**src/rtl/bus_transfer_ctrl.sv**
```systemverilog
// bus_transfer_ctrl: round-robin arbiter and sequencer for the shared 16-bit register bus.
// Each granted transfer drives the bus mux select for the whole transfer, then pulses the
// destination load enables for one cycle and acks the owner.
// Optional feature macro: BUS_SETTLE_EN inserts SETTLE_CYCLES bus-settle cycles between
// SEL and LOAD.
module bus_transfer_ctrl #(
    parameter int unsigned NREQ          = 4,
    parameter int unsigned SETTLE_CYCLES = 1
) (
    input  logic                 clk,
    input  logic                 reset,
    input  logic [NREQ-1:0]      req,
    input  logic [4*NREQ-1:0]    src_sel,
    input  logic [11*NREQ-1:0]   dst_mask,
    output logic [3:0]           bus_sel,
    output logic [10:0]          ld_en,
    output logic [NREQ-1:0]      grant,
    output logic [NREQ-1:0]      ack,
    output logic                 err,
    output logic                 busy
);

    localparam int unsigned PW = $clog2(NREQ);

    // Reject out-of-range configurations at elaboration
    if (NREQ < 2 || NREQ > 8) begin : g_bad_nreq
        $error("NREQ must be in 2..8");
    end
    if (SETTLE_CYCLES < 1 || SETTLE_CYCLES > 15) begin : g_bad_settle
        $error("SETTLE_CYCLES must be in 1..15");
    end

`ifdef BUS_SETTLE_EN
    typedef enum logic [1:0] {StIdle, StSel, StSettle, StLoad} state_e;
`else
    typedef enum logic [1:0] {StIdle, StSel, StLoad} state_e;
`endif

    state_e        state_q, state_d;
    logic [PW-1:0] ptr_q, ptr_d;
    logic [PW-1:0] win_q, win_d;
    logic [3:0]    src_q, src_d;
    logic [10:0]   dst_q, dst_d;
`ifdef BUS_SETTLE_EN
    logic [3:0]    cnt_q, cnt_d;
`endif

    logic          found;
    logic [PW-1:0] pick;
    logic [PW-1:0] idx;
    logic [PW:0]   sum;
    logic [3:0]    src_pick;
    logic [10:0]   dst_pick;
    logic [NREQ-1:0] win_oh;
    logic          src_ok;

    // Round-robin search: first active request at or after ptr, wrapping
    always_comb begin
        found = 1'b0;
        pick  = '0;
        idx   = '0;
        sum   = '0;
        for (int unsigned k = 0; k < NREQ; k++) begin
            sum = {1'b0, ptr_q} + (PW+1)'(k);
            if (sum >= (PW+1)'(NREQ)) begin
                sum = sum - (PW+1)'(NREQ);
            end
            idx = sum[PW-1:0];
            if (!found && req[idx]) begin
                found = 1'b1;
                pick  = idx;
            end
        end
    end

    // Select the winner's source code and destination mask for latching
    always_comb begin
        src_pick = '0;
        dst_pick = '0;
        for (int unsigned i = 0; i < NREQ; i++) begin
            if (pick == PW'(i)) begin
                src_pick = src_sel[4*i +: 4];
                dst_pick = dst_mask[11*i +: 11];
            end
        end
    end

    // One-hot decode of the latched owner
    always_comb begin
        win_oh = '0;
        for (int unsigned i = 0; i < NREQ; i++) begin
            win_oh[i] = (win_q == PW'(i));
        end
    end

    // State, pointer and transfer latches
    always_ff @(posedge clk or posedge reset) begin
        if (reset) begin
            state_q <= StIdle;
            ptr_q   <= '0;
            win_q   <= '0;
            src_q   <= '0;
            dst_q   <= '0;
`ifdef BUS_SETTLE_EN
            cnt_q   <= '0;
`endif
        end else begin
            state_q <= state_d;
            ptr_q   <= ptr_d;
            win_q   <= win_d;
            src_q   <= src_d;
            dst_q   <= dst_d;
`ifdef BUS_SETTLE_EN
            cnt_q   <= cnt_d;
`endif
        end
    end

    // Next-state logic; inputs are only sampled in IDLE
    always_comb begin
        state_d = state_q;
        ptr_d   = ptr_q;
        win_d   = win_q;
        src_d   = src_q;
        dst_d   = dst_q;
`ifdef BUS_SETTLE_EN
        cnt_d   = cnt_q;
`endif
        unique case (state_q)
            StIdle: begin
                if (found) begin
                    win_d   = pick;
                    src_d   = src_pick;
                    dst_d   = dst_pick;
                    ptr_d   = (pick == PW'(NREQ-1)) ? '0 : pick + 1'b1;
                    state_d = StSel;
                end
            end
            StSel: begin
`ifdef BUS_SETTLE_EN
                cnt_d   = 4'(SETTLE_CYCLES - 1);
                state_d = StSettle;
`else
                state_d = StLoad;
`endif
            end
`ifdef BUS_SETTLE_EN
            StSettle: begin
                if (cnt_q == 4'd0) begin
                    state_d = StLoad;
                end else begin
                    cnt_d = cnt_q - 4'd1;
                end
            end
`endif
            StLoad: begin
                state_d = StIdle;
            end
            default: begin
                state_d = StIdle;
            end
        endcase
    end

    // Valid register codes are 0..8 and 10
    assign src_ok = (src_q <= 4'd8) || (src_q == 4'd10);

    // Outputs decoded from state so reset clears them immediately
    always_comb begin
        bus_sel = '0;
        ld_en   = '0;
        grant   = '0;
        ack     = '0;
        err     = 1'b0;
        busy    = 1'b0;
        if (state_q != StIdle) begin
            busy    = 1'b1;
            bus_sel = src_q;
            grant   = win_oh;
        end
        if (state_q == StLoad) begin
            ack = win_oh;
            if (src_ok) begin
                // Code 9 has no register behind it
                ld_en = dst_q & 11'h5FF;
            end else begin
                err = 1'b1;
            end
        end
    end

endmodule

```
**config.mk**
```make
export PLATFORM = sky130hd
export DESIGN_NAME = bus_transfer_ctrl
export DESIGN_NICKNAME = d
export VERILOG_FILES = /design/src/rtl/bus_transfer_ctrl.sv
export SDC_FILE = /design/constraint.sdc
export NUM_CORES = 1
export LEC_CHECK = 0
export CAP_MARGIN = 10
export CORE_MARGIN = 2
export CORE_UTILIZATION = 25
export CTS_CLUSTER_SIZE = 24
export DETAILED_ROUTE_END_ITERATION = 16
export PLACE_DENSITY = 0.66
export RECOVER_POWER = 25
export SLEW_MARGIN = 25
export SYNTH_ARGS = -nofsm -noshare
export SYNTH_HDL_FRONTEND = slang
export SYNTH_SLANG_ARGS = --single-unit
```
**constraint.sdc**
```tcl
create_clock -name clk -period 5.31 [get_ports clk]
set_input_delay 0.531 -clock clk [delete_from_list [all_inputs] [get_ports clk]]
set_output_delay 0.531 -clock clk [all_outputs]
set_load 0.005 [all_outputs]
```
==> run summary, run 1 <==
Setup violations, final - 0
RSZ-0062 raised after global routing - false
Sequential area share after synthesis - 34.0%
Fmax - 325 MHz
Ys Warns - 0
Max VDD drop - 192 uV
Startpoint types - primary input
Clock Sinks - 20
Initial antenna violation count - 0
Crit share post-route - 58.0%
Crit path DAT - 3220 ps
Max Cap Violations - 0
Buffers on Ports - 85
Crit path max fanout - 16
Largest net degree at the start of global routing - 29
Async set-reset flop share out of synthesis - 100%
GRT Residual Overflow - 0
Worst Setup SP - req[0]
HP Class - reg -> reg
P_leak - 1.01 nW
Synthesized net count - 252
Syn Area/Cell - 8.09 sq um
Netlist cell types - 29
Top Ports - 91
TritonCTS clock tree - yes
Synth top area share - 34.0%
Worst EP required - 5460 ps
Fraction of layout cells with a size suffix above 1 - 4.63%
Final-report hold violation count - 0
Clock Skew - 6.36 ps
GR peak layer - met2
Die area - 6520 sq um
Area leader, netlist - dfrtp_1
Via Count - 1570
DRT Pass-1 Iters - 3
Final WL - 4.67 mm
Antenna-violating nets left - 0
Final slew viol count - 0
Crit path time final - 3080 ps
Crit. End Element - flop
Die Width - 80.8 microns
Routability Congestion - 0.750
Clk_lat worst skew - 260 ps
First-pass GRT wire length - 7.32 mm
DR vias/cell - 4.74
Synthesized area - 1470 sq um
Number of global-route vias before repair - 1544
Initial Util - 26.3%
Worst Tran Pin Value - 821 ps
Reg clk slew, reported paths - 80 ps
Num CTS Buffers - 3
Ys flop type - dfrtp_1
Leading cell types in the layout, fill and taps excluded - 84 x clkdlybuf4s50_1, 30 x a21oi_1, 25 x nor2_1
Met1 Use GR - 18.2%
Remaining DRCs - 0
Setup TNS - 0 ps
N_diodes - 0
Commonest non-fill, non-tap cell in the layout - clkdlybuf4s50_1
EDFF count, synth - 0
Post-CTS Setup Repair Bufs - 0
Core Box Area - 5610 sq um
1st-iter DRT viols - 71
Met3 Use GR - 4.44%
Met2 Track Usage GR - 24.9%
DP Wirelength - 3.34 mm
Pre-CTS WS - 1970 ps
Status - finished clean
Die height - 80.8 microns
Rows - 27
Htree depth - 1
Total GRT Usage - 14.6%
Root Driver - clkbuf_8
Area contributors post-synth - dfrtp_1 34%, a21oi_1 10%, a211o_1 7.7%
Area Growth Syn to Fin - 63.6%
Min-Delay Startpoint - dst_q[2]$_DFFE_PP0P_
Post-Syn Instances - 182
Critical R2R Launch - ptr_q[0]$_DFFE_PP0P_
#FFs+latches synth - 20
Critical setup path kind - in -> reg
Wirelength per Cell - 14.1 microns
Nets - 330
Hold-fix buffer count after cts - 0
PwrDens - 487 nW/um^2
Hold slack - 495 ps
Post-CTS sizing - 0
Slew HR - 45.2%
Worst Slack Setup Final - 2230 ps
Clock buffer depth - 2
## area by class of cell
type                       instances  area [sq um]
clock buffer                       3          41.3
clock inverter                     1          30.0
fill                             580          3200
inverter                          20          76.3
multi-input combinational        130           821
sequential                        20           500
tap                               72          90.1
timing repair buffer              85           851
## metal layers
layer	routed length [microns]	vias up
met5	0	-
met4	19	0
met3	422	2
met2	2160	61
met1	2070	720
li1	-	787
## sequential cells by signal (all words and copies together) (netlist names)
register / cells
dst_q: 10
win_q: 2
src_q: 4
state_q: 2
ptr_q: 2
## worst paths after layout
path	endpoint	slack [ps]	depth (start not counted)
worst min register to register	dst_q[2]$_DFFE_PP0P_	500	2
worst max-delay path	dst_q[1]$_DFFE_PP0P_	2230	9
max in group asynchronous	dst_q[7]$_DFFE_PP0P_	3930	2
worst max register to register	dst_q[1]$_DFFE_PP0P_	2600	8
worst min-delay path	dst_q[2]$_DFFE_PP0P_	500	2
min in group asynchronous	dst_q[2]$_DFFE_PP0P_	870	2
## Yosys cell counts, types with 2 or more instances
cell	n
a21oi_1	30
nor2_1	25
dfrtp_1	20
inv_1	18
and2_1	14
a211o_1	13
a221oi_1	13
nand2_1	6
o21ai_0	6
buf_2	4
ha_1	4
nor2b_1	4
buf_6	3
clkbuf_1	3
nand2b_1	3
buf_4	2
nor3_1	2
## report_power, final
group	switching (W)	leakage, nW	internal (W)	total (W)
registers	0.0000575	0.234	0.000234	0.000291
clock network	0.0000540	0.0357	0.000101	0.000155
logic	0.000359	0.744	0.000367	0.000727
total	0.000471	1.01	0.000702	0.00117
## metrics by stage
step | util [%] | instances | total power [W] | area (sq um)
finish | 43.0 | 331 | 0.00117 | 2410
detailed placement | 41.6 | 327 | 0.00103 | 2330
global placement | 41.6 | 327 | 0.00101 | 2330
CTS | 42.9 | 331 | 0.00118 | 2400
global route | 43.0 | 331 | 0.00129 | 2410
floorplan | - | 182 | 0.000774 | 1470
## kinds of logic (layout without fill, tap and decap cells)
logic type | Yosys count | after routing | share of synthesized area [%]
buffers and inverters | 32 | 109 | 10.6
AOI/OAI and AO/OA | 69 | 69 | 32.5
adders and majority gates | 4 | 4 | 3.40
and+or+nand+nor | 56 | 56 | 19.2
other | 1 | 1 | 0.255
DFF | 20 | 20 | 34.0
## critical path, stage by stage
cell             delay (ps)
clkdlybuf4s50_1         440
nor2b_1                 160
o31ai_1                 410
nor2b_1                 250
ha_1                    670
nor2b_4                 210
a221oi_1                330
a211o_1                 150
a21oi_1                  50
(Power assumes the default switching activity.)
==> run 2: changes to the inputs <==
Settings changed: PLACE_DENSITY 0.66 to 0.68.
Clock period 5.31 ns to 2.69 ns, I/O delays scaled along.
==> run 2 against run 1 <==
First-iteration DRC count down 27%. Cell area rose by 2.2%. Critical path type unchanged. Die area stayed put. Global-route usage fell by 0.76 points. Non-clock buffer count rose by 10. Largest cell class unchanged. Sequential share of layout area shrank 0.45 points. Sequential power grew 96%. Worst setup slack got worse by 1800 ps. Flip-flop and latch count stayed put. Combinational power is 110% higher.
==> run summary, run 2 (synthesized netlist as in run 1, its figures left out) <==
Status - finished clean (unchanged)
Worst path max stage delay - 440 ps (was 670 ps)
Startpoint types - primary input (unchanged)
Initial Util - 26.3% (unchanged)
CP bufs+invs - 2 (was 1)
Nets - 340 (was 330)
Critical R2R Launch - ptr_q[0]$_DFFE_PP0P_ (unchanged)
Root Driver - clkbuf_8 (unchanged)
Rows - 27 (unchanged)
Crit share post-route - 85.2%
Antenna-violating nets left - 0 (unchanged)
Reg power frac - 24.7% (was 24.8%)
Htree depth - 1 (unchanged)
Post-CTS Setup Repair Bufs - 0 (unchanged)
Largest Register - dst_q (unchanged)
DR vias/cell - 4.70 (was 4.74)
Crit path DAT - 2470 ps (was 3220 ps)
Initial antenna violation count - 0 (unchanged)
Worst Tran Pin Value - 791 ps (was 821 ps)
Number of global-route vias before repair - 1487 (was 1544)
Largest registers - dst_q x10, src_q x4 (unchanged)
Fillers - 594 (was 580)
Reg clk slew, reported paths - 80 ps (about the same)
Worst Setup SP - req[0] (unchanged)
Die height - 80.8 microns (unchanged)
GRT Residual Overflow - 0 (unchanged)
Routability Congestion - 0.707 (was 0.750)
Area Growth Syn to Fin - 67.3% (was 63.6%)
Leading cell types in the layout, fill and taps excluded - 84 x clkdlybuf4s50_1, 30 x a21oi_1, 25 x nor2_1 (unchanged)
Crit. End Element - flop (unchanged)
Hold-fix buffer count after cts - 0 (unchanged)
Max FFs per register - 10 (unchanged)
Critical setup path kind - in -> reg (unchanged)
Largest net degree at the start of global routing - 22 (was 29)
Final-report hold violation count - 0 (unchanged)
Commonest non-fill, non-tap cell in the layout - clkdlybuf4s50_1 (unchanged)
Min-Delay Startpoint - dst_q[2]$_DFFE_PP0P_ (unchanged)
Post-CTS sizing - 0 (unchanged)
Dpl cells - 337 (was 327)
Crit path max-delay family - compound AO/OA/AOI/OAI gates (unchanged)
First-pass GRT wire length - 6.99 mm (was 7.32 mm)
Setup TNS - 0 ps (unchanged)
Worst EP required - 2870 ps (was 5460 ps)
Wirelength per Cell - 13.6 microns (was 14.1 microns)
Clock Skew - 6.67 ps (was 6.36 ps)
Die Width - 80.8 microns (unchanged)
Pre-CTS WS - 133 ps (was 1970 ps)
Final WL - 4.62 mm (was 4.67 mm)
1st-iter DRT viols - 52 (was 71)
Pint - 0.00138 W (was 0.000702 W)
Num CTS Buffers - 3 (unchanged)
Via Count - 1603 (was 1570)
Critical Path, Cell by Cell - clkdlybuf4s50_1 -> nor2b_1 -> o31ai_1 -> nor2b_1 -> ha_1 -> buf_4 -> a221oi_1 -> a211o_1 -> a21oi_1 (was clkdlybuf4s50_1 -> nor2b_1 -> o31ai_1 -> nor2b_1 -> ha_1 -> nor2b_4 -> a221oi_1 -> a211o_1 -> a21oi_1)
NetSw - 0.000931 W (was 0.000471 W)
Clock buffer depth - 2 (unchanged)
DP Wirelength - 3.53 mm (was 3.34 mm)
Fmax - 436 MHz
Clock Sinks - 20 (unchanged)
HP Class - reg -> reg (unchanged)
Slew HR - 47.2% (was 45.2%)
Crit path time final - 2290 ps
Gate power share - 65.2% (was 62.0%)
Critical path's slowest cell - clkdlybuf4s50_1 (was ha_1)
Core Box Area - 5610 sq um (unchanged)
Fraction of layout cells with a size suffix above 1 - 7.43% (was 4.63%)
Max VDD drop - 411 uV (was 192 uV)
N_diodes - 0 (unchanged)
Die area - 6520 sq um (unchanged)
Total GRT Usage - 13.8% (was 14.6%)
PwrDens - 940 nW/um^2 (was 487 nW/um^2)
Clk pwr share - 10.2% (was 13.2%)
P_leak - 1.06 nW (was 1.01 nW)
Worst Slack Setup Final - 398 ps (was 2230 ps)
Cell mode on critical path - nor2b_1 (unchanged)
Switch share - 40.2% (about the same)
DRT Pass-1 Iters - 4 (was 3)
Setup violations, final - 0 (unchanged)
Clk_lat worst skew - 260 ps (about the same)
Remaining DRCs - 0 (unchanged)
Crit path max fanout - 15 (was 16)
TritonCTS clock tree - yes (unchanged)
Top Ports - 91 (unchanged)
Max Cap Violations - 0 (unchanged)
Final slew viol count - 0 (unchanged)
Buffers on Ports - 85 (unchanged)
Layout Cells excl Fill - 341 (was 331)
RSZ-0062 raised after global routing - false (unchanged)
[run 2: cell count changes in the layout (fill, tap and decap cells not counted)]
cell	previous run	this run
buf_4	0	10
bufinv_16	1	0
clkbuf_8	3	4
ha_1	2	4
ha_2	2	0
[run 2: layout make-up]
class | count | area, sq um | share of cell area [%]
tap | 72 | 90.1 | 3.66
multi-input combinational | 130 | 816 | 33.1
clock buffer | 4 | 55.1 | 2.23
timing repair buffer | 95 | 926 | 37.6
sequential | 20 | 500 | 20.3
inverter | 20 | 76.3 | 3.10
[run 2: power groups by stage]
stage          logic, W  clock network (W)  registers [W]
6_report        0.00151           0.000235       0.000571
5_1_grt         0.00169           0.000259       0.000599
4_1_cts         0.00153           0.000242       0.000574
3_5_place_dp    0.00152                  0       0.000582
3_3_place_gp    0.00150                  0       0.000571
2_1_floorplan  0.000980                  0       0.000547
[run 2: worst register-to-register path, cell delays in order, from the launching register on]
cell	delay (ps)
dfrtp_1	420
nor2b_1	80
o31ai_1	330
nor2b_1	240
ha_1	240
buf_4	250
a221oi_1	120
a211o_1	270
a21oi_1	150
[run 2: final timing paths]
path | to | slack (ps) | cells past startpoint
setup / recovery | dst_q[10]$_DFFE_PP0P_ | 400 | 9
hold / removal | dst_q[2]$_DFFE_PP0P_ | 490 | 2
setup reg to reg | dst_q[10]$_DFFE_PP0P_ | 500 | 8
hold reg to reg | dst_q[2]$_DFFE_PP0P_ | 490 | 2
max in group asynchronous | dst_q[2]$_DFFE_PP0P_ | 1600 | 2
min in group asynchronous | dst_q[7]$_DFFE_PP0P_ | 590 | 2
[run 2: metrics by stage]
| step | hold slack [ps] | instance area, sq um | util, % | total power (W) |
|---|---|---|---|---|
| after CTS | 494 | 2460 | 43.9 | 0.00235 |
| after global routing | 546 | 2460 | 43.9 | 0.00255 |
| final | 494 | 2460 | 43.9 | 0.00232 |
| after detailed placement | 482 | 2410 | 42.9 | 0.00211 |
| after global placement | 470 | 2410 | 42.9 | 0.00207 |
| after floorplan | 233 | 1470 | - | 0.00153 |
[run 2: per-layer routing]
| metal | share of wire, % | GRT usage (%) | up-vias |
|---|---|---|---|
| met2 | 46 | 23.8 | 64 |
| met4 | 0.26 | 2.03 | 0 |
| met3 | 8.6 | 3.33 | 2 |
| met1 | 45 | 18.0 | 730 |
| met5 | 0 | 0 | - |
| li1 | - | - | 807 |
==> run 3: changes to the inputs <==
Settings changed: PLACE_DENSITY 0.68 to 0.66.
Clock period 2.69 ns to 2.2 ns, I/O delays scaled along.
==> run 3 against run 2 <==
Final cell count grew 3.8%. Clock power is essentially flat. Sequential power grew 26%. Total power grew 32%. Critical path type is now reg -> out. Sequential share of layout area shrank 1.4 points. Combinational power grew 39%. Global-route usage grew 0.84 points. Die area is the same. Critical endpoint is now ld_en[6]. Clock-buffer cell count shrank 1. Cell area grew 7.6%.
==> run summary, run 3 (synthesized netlist as in run 1, its figures left out) <==
Pint - 0.00184 W (was 0.00138 W)
Status - finished clean (unchanged)
GRT Residual Overflow - 0 (unchanged)
R2R Setup Slk - 140 ps (was 500 ps)
Final Util - 47.3% (was 43.9%)
Worst EP required - 1980 ps (was 2870 ps)
Number of global-route vias before repair - 1651 (was 1487)
Critical path's slowest cell - clkdlybuf4s50_1 (unchanged)
Leading cell types in the layout, fill and taps excluded - 84 x clkdlybuf4s50_1, 28 x a21oi_1, 25 x nor2_1 (was 84 x clkdlybuf4s50_1, 30 x a21oi_1, 25 x nor2_1)
TritonCTS clock tree - yes (unchanged)
1st-iter DRT viols - 64 (was 52)
Critical setup path kind - reg -> out (was in -> reg)
Largest registers - dst_q x10, src_q x4 (unchanged)
First-pass GRT wire length - 7.51 mm (was 6.99 mm)
Max VDD drop - 495 uV (was 411 uV)
R2R depth - 10 (was 8)
Setup violations, final - 0 (unchanged)
Nets - 354 (was 340)
Die area - 6520 sq um (unchanged)
Initial Util - 26.3% (unchanged)
Via Count - 1681 (was 1603)
Largest Register - dst_q (unchanged)
Antenna-violating nets left - 0 (unchanged)
Root Driver - clkbuf_8 (unchanged)
Min-Delay Startpoint - dst_q[2]$_DFFE_PP0P_ (unchanged)
Final-report hold violation count - 0 (unchanged)
N_diodes - 0 (unchanged)
Critical R2R Launch - ptr_q[1]$_DFFE_PP0P_ (was ptr_q[0]$_DFFE_PP0P_)
Clk pwr share - 7.8% (was 10.2%)
Layout Cells excl Fill - 354 (was 341)
Area of the multi-input gates - 903 sq um (was 816 sq um)
Hold-fix buffer count after cts - 0 (unchanged)
Setup TNS - 0 ps (unchanged)
Gate power share - 68.7% (was 65.2%)
Critical Path, Cell by Cell - o21ai_1 -> nor2b_2 -> buf_2 -> and2_1 -> clkdlybuf4s50_1 (was clkdlybuf4s50_1 -> nor2b_1 -> o31ai_1 -> nor2b_1 -> ha_1 -> buf_4 -> a221oi_1 -> a211o_1 -> a21oi_1)
Max Cap Violations - 0 (unchanged)
Worst Slack Setup Final - 86.7 ps (was 398 ps)
Worst path max stage delay - 500 ps (was 440 ps)
Top Ports - 91 (unchanged)
Commonest non-fill, non-tap cell in the layout - clkdlybuf4s50_1 (unchanged)
Fraction of layout cells with a size suffix above 1 - 17.4% (was 7.43%)
Remaining DRCs - 0 (unchanged)
DR vias/cell - 4.75 (was 4.70)
Dpl cells - 350 (was 337)
Slew HR - 46.0% (was 47.2%)
Largest net degree at the start of global routing - 21 (was 22)
Die height - 80.8 microns (unchanged)
Reg power frac - 23.5% (was 24.7%)
Crit share post-route - 96.1%
Die Width - 80.8 microns (unchanged)
Rows - 27 (unchanged)
Hold path cells - 2 (unchanged)
DP Wirelength - 3.77 mm (was 3.53 mm)
Fmax - 473 MHz
Crit path DAT - 1890 ps (was 2470 ps)
Clock Skew - 5.18 ps (was 6.67 ps)
Final slew viol count - 0 (unchanged)
Total GRT Usage - 14.7% (was 13.8%)
Sequential Area - 500 sq um (unchanged)
Wirelength per Cell - 13.9 microns (was 13.6 microns)
Crit. End Element - output pin (was flop)
Final WL - 4.91 mm (was 4.62 mm)
Num CTS Buffers - 3 (unchanged)
Reg clk slew, reported paths - 80 ps (about the same)
Clk_lat worst skew - 250 ps (was 260 ps)
P_leak - 1.15 nW (was 1.06 nW)
Max FFs per register - 10 (unchanged)
Worst Hold Endpoint - dst_q[2]$_DFFE_PP0P_ (unchanged)
Startpoint types - flop (was primary input)
R2r endpoint - src_q[0]$_DFFE_PP0P_ (was dst_q[10]$_DFFE_PP0P_)
Post-CTS Setup Repair Bufs - 0 (unchanged)
Worst Tran Pin Value - 809 ps (was 791 ps)
Hold slack - 512 ps (was 494 ps)
Routability Congestion - 0.777 (was 0.707)
Buffers on Ports - 85 (unchanged)
DRT Pass-1 Iters - 4 (unchanged)
NetSw - 0.00122 W (was 0.000931 W)
Area Growth Syn to Fin - 80.0% (was 67.3%)
PwrDens - 1150 nW/um^2 (was 940 nW/um^2)
Core Box Area - 5610 sq um (unchanged)
Switch share - 39.9% (was 40.2%)
Clock Sinks - 20 (unchanged)
Crit path max fanout - 5 (was 15)
Clock buffer depth - 2 (unchanged)
Crit path time final - 2110 ps
Fillers - 580 (was 594)
Initial antenna violation count - 0 (unchanged)
HP Class - reg -> reg (unchanged)
Htree depth - 1 (unchanged)
Pre-CTS WS - -351 ps (was 133 ps)
[run 3: timing repair]
item | CTS | global route
pin swaps | 2 | 2
setup endpoints to repair | 13 | 23
resized for setup | 2 | 23
hold endpoints to repair | 0 | 0
cloned | 0 | 1
[run 3: critical path, delay by kind of cell (launching register included)]
| kind | cells | cell delay [ps] |
|---|---|---|
| flip-flops | 1 | 420 |
| AND/OR/NAND/NOR | 2 | 360 |
| buffers and inverters | 2 | 690 |
| AO/OA/AOI/OAI | 1 | 160 |
[run 3: per-stage QoR]
stage / power [W] / instance area (sq um)
after floorplan: 0.00187 / 1470
after global placement: 0.00262 / 2510
after detailed placement: 0.00267 / 2510
after CTS: 0.00293 / 2560
after global routing: 0.00334 / 2650
final: 0.00306 / 2650
[run 3: layout make-up]
cell class,count,area share [%]
well taps,72,3.40
flip-flops and latches,20,18.9
multi-input cells,130,34.1
repair buffers,109,39.2
clock buffers,3,1.56
inverters,20,2.88
[run 3: worst max path at each step]
stage | start | to | slack (ps) | depth (start not counted)
after global placement | req[0] | dst_q[4]$_DFFE_PP0P_ | -260 | 11
after CTS | req[0] | src_q[0]$_DFFE_PP0P_ | 10 | 11
after floorplan | ptr_q[0]$_DFFE_PP0P_ | dst_q[2]$_DFFE_PP0P_ | 140 | 10
final | src_q[0]$_DFFE_PP0P_ | ld_en[6] | 90 | 5
after global routing | req[0] | dst_q[4]$_DFFE_PP0P_ | -20 | 12
after detailed placement | req[0] | dst_q[1]$_DFFE_PP0P_ | -350 | 11
[run 3: power groups by stage]
stage	clock network, W	registers (W)	logic [W]
floorplan	0	0.000669	0.00120
detailed placement	0	0.000714	0.00195
global placement	0	0.000703	0.00192
finish	0.000238	0.000720	0.00210
global route	0.000262	0.000746	0.00233
CTS	0.000246	0.000707	0.00198
[run 3: metal layers]
layer | track usage, % | wire, microns | vias up
met5 | 0 | 0 | -
met3 | 3.89 | 449 | 2
met4 | 2.71 | 12 | 0
met1 | 19.0 | 2210 | 774
li1 | - | - | 834
met2 | 24.8 | 2240 | 71
